## src/rtl/nn_sequencer_pkg.sv

```systemverilog
// rtl/nn_sequencer_pkg.sv - shared state encoding and widths for the inference sequencer
package nn_sequencer_pkg;

    typedef enum logic [2:0] {
        S_IDLE,
        S_HL_WAIT,
        S_OL_WAIT,
        S_SCAN,
        S_REPORT
    } state_t;

    localparam int DIGIT_W       = 4;
    localparam int SCORE_MULT    = 5;
    localparam int DEFAULT_WIDTH = 8;
    localparam int SCORE_W       = SCORE_MULT * DEFAULT_WIDTH;

    function automatic int score_w(input int width);
        return SCORE_MULT * width;
    endfunction

endpackage

```

## src/rtl/nn_sequencer_argmax_scan.sv

```systemverilog
// rtl/nn_sequencer_argmax_scan.sv - serial signed argmax over a latched score vector
module nn_sequencer_argmax_scan #(
    parameter int N  = 10,
    parameter int SW = 40
) (
    input  logic                   clk,
    input  logic                   reset,
    input  logic                   start,
    input  logic [SW*N-1:0]        vec,
    output logic                   last,
    output logic [SW-1:0]          best,
    output logic [$clog2(N)-1:0]   best_idx
);
    import nn_sequencer_pkg::*;

    localparam int IDX_W = $clog2(N);
    localparam logic [IDX_W-1:0] IDX_LAST = IDX_W'(N - 1);

    logic [SW-1:0]    lat [N];
    logic [IDX_W-1:0] idx;
    logic             running;

    assign last = running && (idx == IDX_LAST);

    // Strict greater-than keeps the earliest index on ties.
    always_ff @(posedge clk) begin
        if (reset) begin
            running  <= 1'b0;
            idx      <= '0;
            best     <= '0;
            best_idx <= '0;
        end else if (start) begin
            for (int i = 0; i < N; i++) begin
                lat[i] <= vec[SW*i +: SW];
            end
            idx      <= IDX_W'(1);
            best     <= vec[SW-1:0];
            best_idx <= '0;
            running  <= 1'b1;
        end else if (running) begin
            if ($signed(lat[idx]) > $signed(best)) begin
                best     <= lat[idx];
                best_idx <= idx;
            end
            if (last) begin
                running <= 1'b0;
            end else begin
                idx <= idx + 1'b1;
            end
        end
    end

endmodule

```

## src/rtl/nn_sequencer.sv

```systemverilog
// rtl/nn_sequencer.sv - hidden/output layer sequencing, watchdog and winning-digit report
module nn_sequencer
    import nn_sequencer_pkg::*;
#(
    parameter int OL_neurons     = 10,
    parameter int WIDTH          = 8,
    parameter int TIMEOUT_CYCLES = 4096
) (
    input  logic                                  clk,
    input  logic                                  reset,
    input  logic                                  start,
    output logic                                  busy,
    output logic                                  hidden_go,
    input  logic                                  hidden_done,
    output logic                                  output_go,
    input  logic                                  output_done,
    input  logic [score_w(WIDTH)*OL_neurons-1:0]  scores,
    output logic [DIGIT_W-1:0]                    digit,
    output logic [score_w(WIDTH)-1:0]             max_score,
    output logic                                  result_valid,
    output logic                                  error
);

    localparam int SW    = score_w(WIDTH);
    localparam int IDX_W = $clog2(OL_neurons);
    localparam int WD_W  = $clog2(TIMEOUT_CYCLES + 1);
    localparam logic [WD_W-1:0] WD_LAST = WD_W'(TIMEOUT_CYCLES - 1);

    state_t           state;
    logic [WD_W-1:0]  wdog;
    logic             scan_start;
    logic             scan_last;
    logic [SW-1:0]    scan_best;
    logic [IDX_W-1:0] scan_best_idx;

    // Done inputs are not trusted during the go cycle itself.
    assign scan_start = (state == S_OL_WAIT) && !output_go && output_done;

    nn_sequencer_argmax_scan #(
        .N  (OL_neurons),
        .SW (SW)
    ) u_scan (
        .clk      (clk),
        .reset    (reset),
        .start    (scan_start),
        .vec      (scores),
        .last     (scan_last),
        .best     (scan_best),
        .best_idx (scan_best_idx)
    );

    // busy stays high through the result/error pulse cycle, which is spent in IDLE.
    always_ff @(posedge clk) begin
        if (reset) begin
            state        <= S_IDLE;
            busy         <= 1'b0;
            hidden_go    <= 1'b0;
            output_go    <= 1'b0;
            result_valid <= 1'b0;
            error        <= 1'b0;
            digit        <= '0;
            max_score    <= '0;
            wdog         <= '0;
        end else begin
            hidden_go    <= 1'b0;
            output_go    <= 1'b0;
            result_valid <= 1'b0;
            error        <= 1'b0;
            case (state)
                S_IDLE: begin
                    busy <= 1'b0;
                    if (start && !busy) begin
                        busy      <= 1'b1;
                        hidden_go <= 1'b1;
                        wdog      <= '0;
                        state     <= S_HL_WAIT;
                    end
                end
                S_HL_WAIT: begin
                    if (!hidden_go && hidden_done) begin
                        output_go <= 1'b1;
                        wdog      <= '0;
                        state     <= S_OL_WAIT;
                    end else if (wdog == WD_LAST) begin
                        error <= 1'b1;
                        state <= S_IDLE;
                    end else begin
                        wdog <= wdog + 1'b1;
                    end
                end
                S_OL_WAIT: begin
                    if (scan_start) begin
                        state <= S_SCAN;
                    end else if (wdog == WD_LAST) begin
                        error <= 1'b1;
                        state <= S_IDLE;
                    end else begin
                        wdog <= wdog + 1'b1;
                    end
                end
                S_SCAN: begin
                    if (scan_last) begin
                        state <= S_REPORT;
                    end
                end
                S_REPORT: begin
                    digit        <= DIGIT_W'(scan_best_idx);
                    max_score    <= scan_best;
                    result_valid <= 1'b1;
                    state        <= S_IDLE;
                end
                default: state <= S_IDLE;
            endcase
        end
    end

endmodule
```

## config.mk

```make
export PLATFORM = sky130hd
export DESIGN_NAME = nn_sequencer
export DESIGN_NICKNAME = d
export VERILOG_FILES = /design/src/rtl/nn_sequencer_pkg.sv /design/src/rtl/nn_sequencer_argmax_scan.sv /design/src/rtl/nn_sequencer.sv
export SDC_FILE = /design/constraint.sdc
export NUM_CORES = 1
export LEC_CHECK = 0
export CELL_PAD_IN_SITES_DETAIL_PLACEMENT = 1
export CELL_PAD_IN_SITES_GLOBAL_PLACEMENT = 1
export CORE_MARGIN = 5
export CORE_UTILIZATION = 45
export CTS_CLUSTER_DIAMETER = 100
export CTS_CLUSTER_SIZE = 25
export DETAILED_ROUTE_END_ITERATION = 7
export PLACE_DENSITY_LB_ADDON = 0.12
export SKIP_LAST_GASP = 1
export SLEW_MARGIN = 40
export SYNTH_ARGS = -nofsm -noshare
export SYNTH_HDL_FRONTEND = slang
export SYNTH_HIERARCHICAL = 1
export SYNTH_SLANG_ARGS = --single-unit
```

## constraint.sdc

```tcl
create_clock -name clk -period 59.1 [get_ports clk]
set_input_delay 11.82 -clock clk [delete_from_list [all_inputs] [get_ports clk]]
set_output_delay 11.82 -clock clk [all_outputs]
set_load 0.01 [all_outputs]
```

After elaboration in Yosys (flattened, before gate mapping). Memories as Yosys holds them, arrays and structs flattened. Index checks and enable logic that the tools add are counted.

Flip-flop bits (word level): 114. Bits in writable memories: 400. Input port bits: 405. Output and inout bits: 49. Logic and storage cells: 82. Memories kept: 1.

Memories: u_scan.lat (words 10, width 40, rd ports 1, clocked after Yosys merged registers in 0, wr ports 10, RTL line nn_sequencer_argmax_scan.sv:19) `logic [SW-1:0] lat [N];`.

Add/subtract/negate cells: 2. $lt $le $gt $ge: 1. Equal/unequal tests: 10. Multiplexer cells: 30. Bitwise operators: 3. Reduce and logical (&&, ||, !) cells: 21.

Operator list (number): 2-to-1 mux 40 bit (3); 2-to-1 mux 13 bit (4); greater-than comparator 40 bit (1); case mux 13 bit (3 select lines) (1); 2-to-1 mux 1 bit (15); 2-to-1 mux 3 bit (5); adder 13 x 1 -> 13 bit, second input constant (1); == test 13 x 12 -> 1 bit, second input constant (1); case mux 3 bit (4 select lines) (1); AND reduction 2 bit (5); != test 2 bit, second input constant (4); == test 3 x 2 -> 1 bit, second input constant (2); OR reduction 2 bit (3); logical AND 1 bit (5); adder 4 x 1 -> 4 bit, second input constant (1); == test 4 bit, second input constant (1); nonzero test 2 bit (2); == test 3 x 1 -> 1 bit, second input constant (1); == test 3 bit, second input constant (1); logical NOT 1 bit (3); logical NOT 3 bit (1); NOT 1 bit (3); AND reduction 3 bit (1); nonzero test 3 bit (1); case mux 1 bit (2 select lines) (1).

Logic depth before layout (Yosys ltp). Gate-level depths: netlist (run 1).

Depth in word-level cells: 6. Mapped depth: 17. Gate-level depth less buffers: 13.

Cells and area by module. The synthesis (run 1) kept the hierarchy.

Modules (own cells, without submodules): nn_sequencer_argmax_scan (instances 1, cells each 1094, area each 18636.6 um2, seq. area each 12992.5 um2); nn_sequencer (instances 1, cells each 311, area each 2537.4 um2, seq. area each 1301.2 um2).

Worst setup path before layout (run 1). No wires, ideal clock.

Path kind: input -> register. From: input port output_done. To: memory u_scan.lat[0][0], enable pin. Setup time: 1.173 ns. Arrival: 29.505 ns. Data required time: 57.927 ns. Setup slack: 28.422 ns. Stages on the path: 6. Buffers on the path: 2. Path through: nand2b_1 nor4b_1 buf_2 clkbuf_1 inv_1 nor2_1.

RTL lines: start: declaration (RTL line nn_sequencer.sv:16) `input logic output_done,`; end: declaration (RTL line nn_sequencer_argmax_scan.sv:19).

==> results.md, run 1 <==
- Fin crit share: 0.246
- Register bit total from synthesis: just over 500
- Synth Area in Simple Gates: 0.0658
- Post-CTS setup buffer count: 0
- Antenna viol nets, final: 0
- Die height: 227 µm
- GPL Wtd Cong: between 0.7 and 0.8
- Drt pass-1 iters: 5
- Max stage delay on crit path: approximately 640 ps
- Syn nets: about 1900
- Synth Warn #: 6
- Hold WC Path Type: register to register
- Reg clk slew, reported paths: 90 ps
- Final setup vio count: 0
- TritonCTS clock tree: built
- Non-filler cells in the finished layout: 2442
- IO Count: around 450
- DP Cell Count: about 2400
- Clock buffer depth: 3
- PortBufs: around 450
- Worst path cell trace: clkdlybuf4s50_1 -> nand2b_1 -> nor4b_2 -> buf_4 -> inv_1 -> nor2_4 -> buf_6 -> buf_6
- Critical Path RT: 59310 ps
- Multiplexer share of the synthesized area: 0.106
- WP buf/inv: 5
- CP endpoint kind: register
- Min-delay src: wdog[12]
- Core ar.: between 0.04 and 0.05 mm²
- Filler cells: 4408
- Remaining DRCs: 0
- CTS-repair resized insts: 0
- Post-synthesis xor/xnor area fraction: 0.00455
- Synth unique cells: between 60 and 70
- Register area share after synthesis: 0.675
- Leakage: 8.50 nW
- DR iter-0 viols: between 700 and 800
- Worst setup path start: output_done
- Critical-path top delay cell: buf_6
- Max H-tree Level: 1
- EDFF count, synth: 400
- Main synth FF type: edfxtp_1
- Slew Limit Headroom: 0.469
- RSZ-0062 raised after global routing: false
- Die W: roughly 230 µm
- Layout cells sized above 1: 0.104
- Hold buffer count at CTS: 0
- Grt ovf: 0
- Initial antenna violation count: 3
- F_max: ~70 MHz
- Worst-Margin Slew: 794 ps
- Sink Count: between 500 and 600
- P&R area growth vs syn: 27.5%
- Adder-Cell Fraction of Synth Area: 0.0254
- R2R Path Start: u_scan/idx[0]
- First-pass GRT wire length: roughly 85000 µm
- Clock Latency Late Sink: 580 ps
- Routed length per instance: between 20 and 25 µm
- Arrival time worst endpoint: around 15000 ps
- Avg Cell Area, Syn: 15.1 µm²
- WL final: ~57000 µm
- Final nets: 2264
- Detailed-route vias per instance: between 5 and 6
- Startpoint Class: input port
- Die Area: ~0.051 mm²
- Setup CP Type: input port to register
- Rows: 79
- Tmin final: around 15000 ps
- Vias in the first global route: ~14000
- Fin. Hold Viols: 0
- Max-cap viol count: 0
- GRT Overall Usage: 0.215
- Root Driver: clkbuf_16
- Clock skew: ~17 ps
- Max-slew violations: 0
- Peak supply drop: roughly 0.022 mV
- Main combinational cell family by area after synthesis: multiplexers
- Final setup TNS: 0 ps
- Share of flip-flops with an asynchronous set or reset: 0
- Outcome: finished clean
- Largest net degree at the start of global routing: ~170
- Initial Utilization: 0.455
- Netlist Area Pre-Place: around 0.021 mm²
- CP Max Fanout: slightly above 80
- Pwr Density: 26.8 mW/mm²
- Top delay family on crit path: buffers and inverters
- Synthesized instance count: 1405
- Half-perimeter wire length after placement: approximately 42000 µm
- Synth Area in Compound Gates: 0.0888
- Inserted Clock Buffers: 24
- Via count: 13200
- Most frequent CP cell: buf_6
==> routing by layer <==
metal,vias to the layer above,share of wire,GRT usage
li1,6141,-,-
met1,6687,0.40,0.271
met2,292,0.52,0.390
met3,45,0.060,0.0491
met4,2,0.015,0.0322
met5,-,0.00023,0
==> power by group <==
| group | internal [mW] | leakage [nW] | switching [mW] | total, mW |
|---|---|---|---|---|
| logic | 0.0631 | 3.64 | 0.0548 | 0.118 |
| clock network | 0.0806 | 0.332 | 0.112 | 0.192 |
| registers | 0.405 | 4.53 | 0.00927 | 0.414 |
| total | 0.549 | 8.50 | 0.176 | 0.724 |
==> flip-flops by register name (all words and copies together) (netlist names), 3 cells and up <==
| name | cells |
|---|---|
| max_score | 40 |
| wdog | 13 |
| u_scan/best | 40 |
| u_scan/lat | 400 |
| u_scan/best_idx | 4 |
| u_scan/idx | 4 |
| state | 3 |
| digit | 4 |
==> synthesized netlist by cell type, types with 3 or more instances <==
cell        n  area [µm²]
xor2_1      3        26.3
o21ai_0    12        60.1
mux2i_1    43         430
and4_1      4        35.0
nand2_1   153         574
nor2b_1    39         244
nand3_1     9        45.0
nor3_1      4        20.0
a221oi_1    4        35.0
nor4_1      7        43.8
buf_6       9         101
a21boi_0    3        22.5
edfxtp_1  400       12000
a211oi_1   41         308
ha_1       43         538
buf_1       5        18.8
xnor2_1     8        70.1
dfxtp_1   114        2280
buf_2      21         105
inv_1      82         308
nand4_1    14        87.6
a221oi_2   37         556
and3_1      3        18.8
nor2_1     26        97.6
mux4_2     80        1800
a21oi_1   151         756
clkbuf_1   49         184
==> per-stage QoR <==
step                setup slack [ps]  power [mW]  instance area [µm²]  hold slack, ps   util
floorplan                      28420       0.499                21200             412      -
global placement               43600       0.536                26200             426  0.563
detailed placement             43760       0.542                26300             437  0.564
CTS                            44390       0.734                27000             451  0.579
global route                   44380       0.758                27000             477  0.580
finish                         44550       0.724                27000             448  0.580
==> area by class of cell <==
cell class	instances	area, µm²	area share
Antenna cell	1	2.50	0.0000927
Inverter	83	312	0.0115
Timing Repair Buffer	470	4720	0.175
Tap cell	607	759	0.0281
Clock inverter	2	16.3	0.000602
Sequential cell	514	14300	0.530
Clock buffer	42	689	0.0255
Multi-Input combinational cell	723	6190	0.229
==> tightest hold or removal path: cells and delay by family (launching register included) <==
family | cells | cell delay [ps]
DFF | 1 | 320
and+or+nand+nor | 1 | 50
AOI/OAI and AO/OA | 1 | 30
==> logic make-up (layout without fill, tap and decap cells) <==
| family | count (synthesis) | in the layout |
|---|---|---|
| other | 0 | 1 |
| muxes | 124 | 124 |
| adders and majority gates | 43 | 43 |
| DFF | 514 | 514 |
| AOI/OAI and AO/OA | 261 | 261 |
| xor gates and xnor gates | 11 | 11 |
| and+or+nand+nor | 284 | 284 |
| buffers and inverters | 168 | 597 |
==> cell usage in the layout (no fill, tap or decap), types with 3 or more instances in the layout <==
cell type	netlist	final
clkdlybuf4s50_1	0	452
edfxtp_1	400	400
nand2_1	153	152
a21oi_1	151	151
dfxtp_1	114	110
inv_1	82	82
mux4_2	80	80
mux2i_1	43	43
ha_1	43	43
a211oi_1	41	41
nor2b_1	39	39
a221oi_2	37	37
clkbuf_16	0	25
nor2_1	26	24
clkbuf_1	49	17
nand4_1	14	14
o21ai_0	12	12
buf_4	1	10
nand3_1	9	9
xnor2_1	8	8
nor4_1	7	7
buf_6	9	5
and4_1	4	4
nor3_1	4	4
a221oi_1	4	4
dfxtp_4	0	4
and3_1	3	3
a21boi_0	3	3
xor2_1	3	3
==> path summary, 6_finish.rpt <==
path                            slack [ps]  depth (start not counted)                 to
worst min-delay path                   450                          2           wdog[12]
worst max register to register       53250                         14    u_scan/best[22]
worst max-delay path                 44550                          8  u_scan/lat[5][25]
worst min register to register         450                          2           wdog[12]
Note: power is estimated with default switching activity, not from simulation.
==> run 2: changes to the inputs <==
--- a/config.mk
+++ b/config.mk
@@ -8,7 +8,7 @@
 export CELL_PAD_IN_SITES_DETAIL_PLACEMENT = 1
 export CELL_PAD_IN_SITES_GLOBAL_PLACEMENT = 1
 export CORE_MARGIN = 5
-export CORE_UTILIZATION = 45
+export CORE_UTILIZATION = 38
 export CTS_CLUSTER_DIAMETER = 100
 export CTS_CLUSTER_SIZE = 25
 export DETAILED_ROUTE_END_ITERATION = 7
==> constraint.sdc (replaced) <==
create_clock -name clk -period 13.1 [get_ports clk]
set_input_delay 2.62 -clock clk [delete_from_list [all_inputs] [get_ports clk]]
set_output_delay 2.62 -clock clk [all_outputs]
set_load 0.01 [all_outputs]
==> run 2 against run 1 <==
  * Via count is 0.65% lower
  * Global-route usage down 2.4 points
  * Combinational power grew to 4.5 times the previous value
  * Cell count grew 6.0%
  * Clock-buffer cell count is 2 lower
  * Critical path depth up 1
  * Hold slack gained 14 ps
  * Final area grew 1.0%
  * Flip-flop and latch count is the same
  * First-iteration DRC count decreased by 4.1%
  * Total power rose to 4.6 times the previous value
  * Critical endpoint is now u_scan/lat[0][32]
  * Largest power group unchanged
==> results.md, run 2 (synthesized netlist as in run 1, its figures left out) <==
- Outcome: finished clean
- Max H-tree Level: 1
- Half-perimeter wire length after placement: 42600 µm
- DP Cell Count: 2539
- Fin crit share: 0.479
- CP endpoint kind: register
- Number of flip-flops in the largest register: 400
- Initial Utilization: 0.384
- DR iter-0 viols: around 690
- Initial antenna violation count: 2
- F_max: between 150 and 200 MHz
- Tmin final: about 6300 ps
- Max-cap viol count: 0
- Core ar.: 0.0552 mm²
- Slew Limit Headroom: 0.476
- GPL Wtd Cong: 0.752
- Remaining DRCs: 0
- Routed length per instance: between 20 and 25 µm
- CTS-repair resized insts: 0
- Clock Latency Late Sink: 590 ps
- Biggest registers after layout: u_scan/lat: 400 flops, max_score: 40 flops, u_scan/best: 40 flops
- Die W: between 200 and 250 µm
- Pwr Density: between 100 and 150 mW/mm²
- Post-CTS setup buffer count: 0
- Reg clk slew, reported paths: 90 ps
- RSZ-0062 raised after global routing: false
- Layout cells sized above 1: 0.109
- Final setup TNS: 0 ps
- Final nets: ~2300
- CP Max Fanout: 77
- PortBufs: about 450
- Critical Path RT: ~13000 ps
- Clock buffer depth: 3
- TritonCTS clock tree: built
- Via count: 13100
- Arrival time worst endpoint: 6480 ps
- P&R area growth vs syn: 28.8%
- Filler cells: 5450
- Non-filler cells in the finished layout: between 2000 and 3000
- Sink Count: between 500 and 600
- Most frequent cells in the layout: clkdlybuf4s50_1 (452), edfxtp_1 (400), nand2_1 (152), a21oi_1 (151), dfxtp_1 (110)
- Max-slew violations: 0
- Antenna viol nets, final: 0
- Biggest register: u_scan/lat
- Root Driver: clkbuf_16
- Fin. Hold Viols: 0
- Vias in the first global route: about 14000
- Die height: 246 µm
- Peak supply drop: approximately 0.10 mV
- GRT Overall Usage: 0.190
- Hold buffer count at CTS: 0
- Rows: between 80 and 90
- Grt ovf: 0
- R2R setup slack: 7070 ps
- Detailed-route vias per instance: 5.05
- IO Count: approximately 450
- Drt pass-1 iters: 4
- Commonest non-fill, non-tap cell in the layout: clkdlybuf4s50_1
- Startpoint Class: input port
- Worst-Margin Slew: around 800 ps
- WL final: slightly below 60000 µm
- First-pass GRT wire length: 88000 µm
- Die Area: around 0.06 mm²
- Leakage: around 8.6 nW
- Hold WC Path Type: register to register
- Final setup vio count: 0
- Inserted Clock Buffers: 26
- Largest net degree at the start of global routing: 85
- Clock skew: around 32 ps
- Setup CP Type: input port to register
run 2: cell count changes in the layout (fill, tap and decap cells not counted), moves of 2 or more:
cell | previous run | this run
clkbuf_1 | 17 | 13
buf_4 | 10 | 13
clkbuf_16 | 25 | 27
clkinv_2 | 0 | 2
inv_8 | 0 | 2
run 2: layout make-up:
type,count,area [µm²],share of cell area
Sequential cell,514,14300,0.525
Antenna cell,2,5.00,0.000184
Inverter,83,312,0.0114
Timing Repair Buffer,471,4700,0.172
Clock buffer,40,724,0.0266
Multi-Input combinational cell,723,6210,0.228
Tap cell,748,936,0.0343
Clock inverter,8,80.1,0.00294
run 2: worst max-delay path: stages:
cell             delay [ps]
clkdlybuf4s50_1         460
nand2b_1                 90
nor4b_2                 220
buf_4                   580
inv_1                   260
nor2_4                  170
buf_4                   600
buf_6                   600
buf_6                   630
run 2: worst paths after layout:
check           startpoint           endpoint  cells past startpoint
min               digit[1]           digit[1]                      2
max reg2reg  u_scan/idx[0]     u_scan/best[1]                     15
max            output_done  u_scan/lat[0][32]                      9
min reg2reg       digit[1]           digit[1]                      2
run 2: report_power, final:
group	total [mW]	leakage [nW]	internal [mW]	switching [mW]
sequential	1.87	4.53	1.83	0.0418
combinational	0.533	3.64	0.283	0.251
clock	0.930	0.386	0.397	0.533
run 2: metrics by stage:
| step | setup slack, ps | total power, mW | utilization | area (µm²) | hold slack [ps] |
|---|---|---|---|---|---|
| 2_1_floorplan | 2970 | 2.23 | - | 21200 | 412 |
| 3_3_place_gp | 5870 | 2.43 | 0.478 | 26400 | 438 |
| 3_5_place_dp | 6010 | 2.45 | 0.479 | 26500 | 447 |
| 4_1_cts | 6640 | 3.38 | 0.494 | 27300 | 459 |
| 5_1_grt | 6620 | 3.50 | 0.494 | 27300 | 479 |
| 6_report | 6820 | 3.33 | 0.494 | 27300 | 462 |
run 2: routing by layer:
layer | vias to the layer above | wire [µm] | GRT usage | part of all wire
li1 | 6155 | - | - | -
met1 | 6602 | 25400 | 0.253 | 0.43
met2 | 276 | 30100 | 0.332 | 0.51
met3 | 49 | 3140 | 0.0372 | 0.053
met4 | 0 | 880 | 0.0320 | 0.015
met5 | - | 0 | 0 | 0
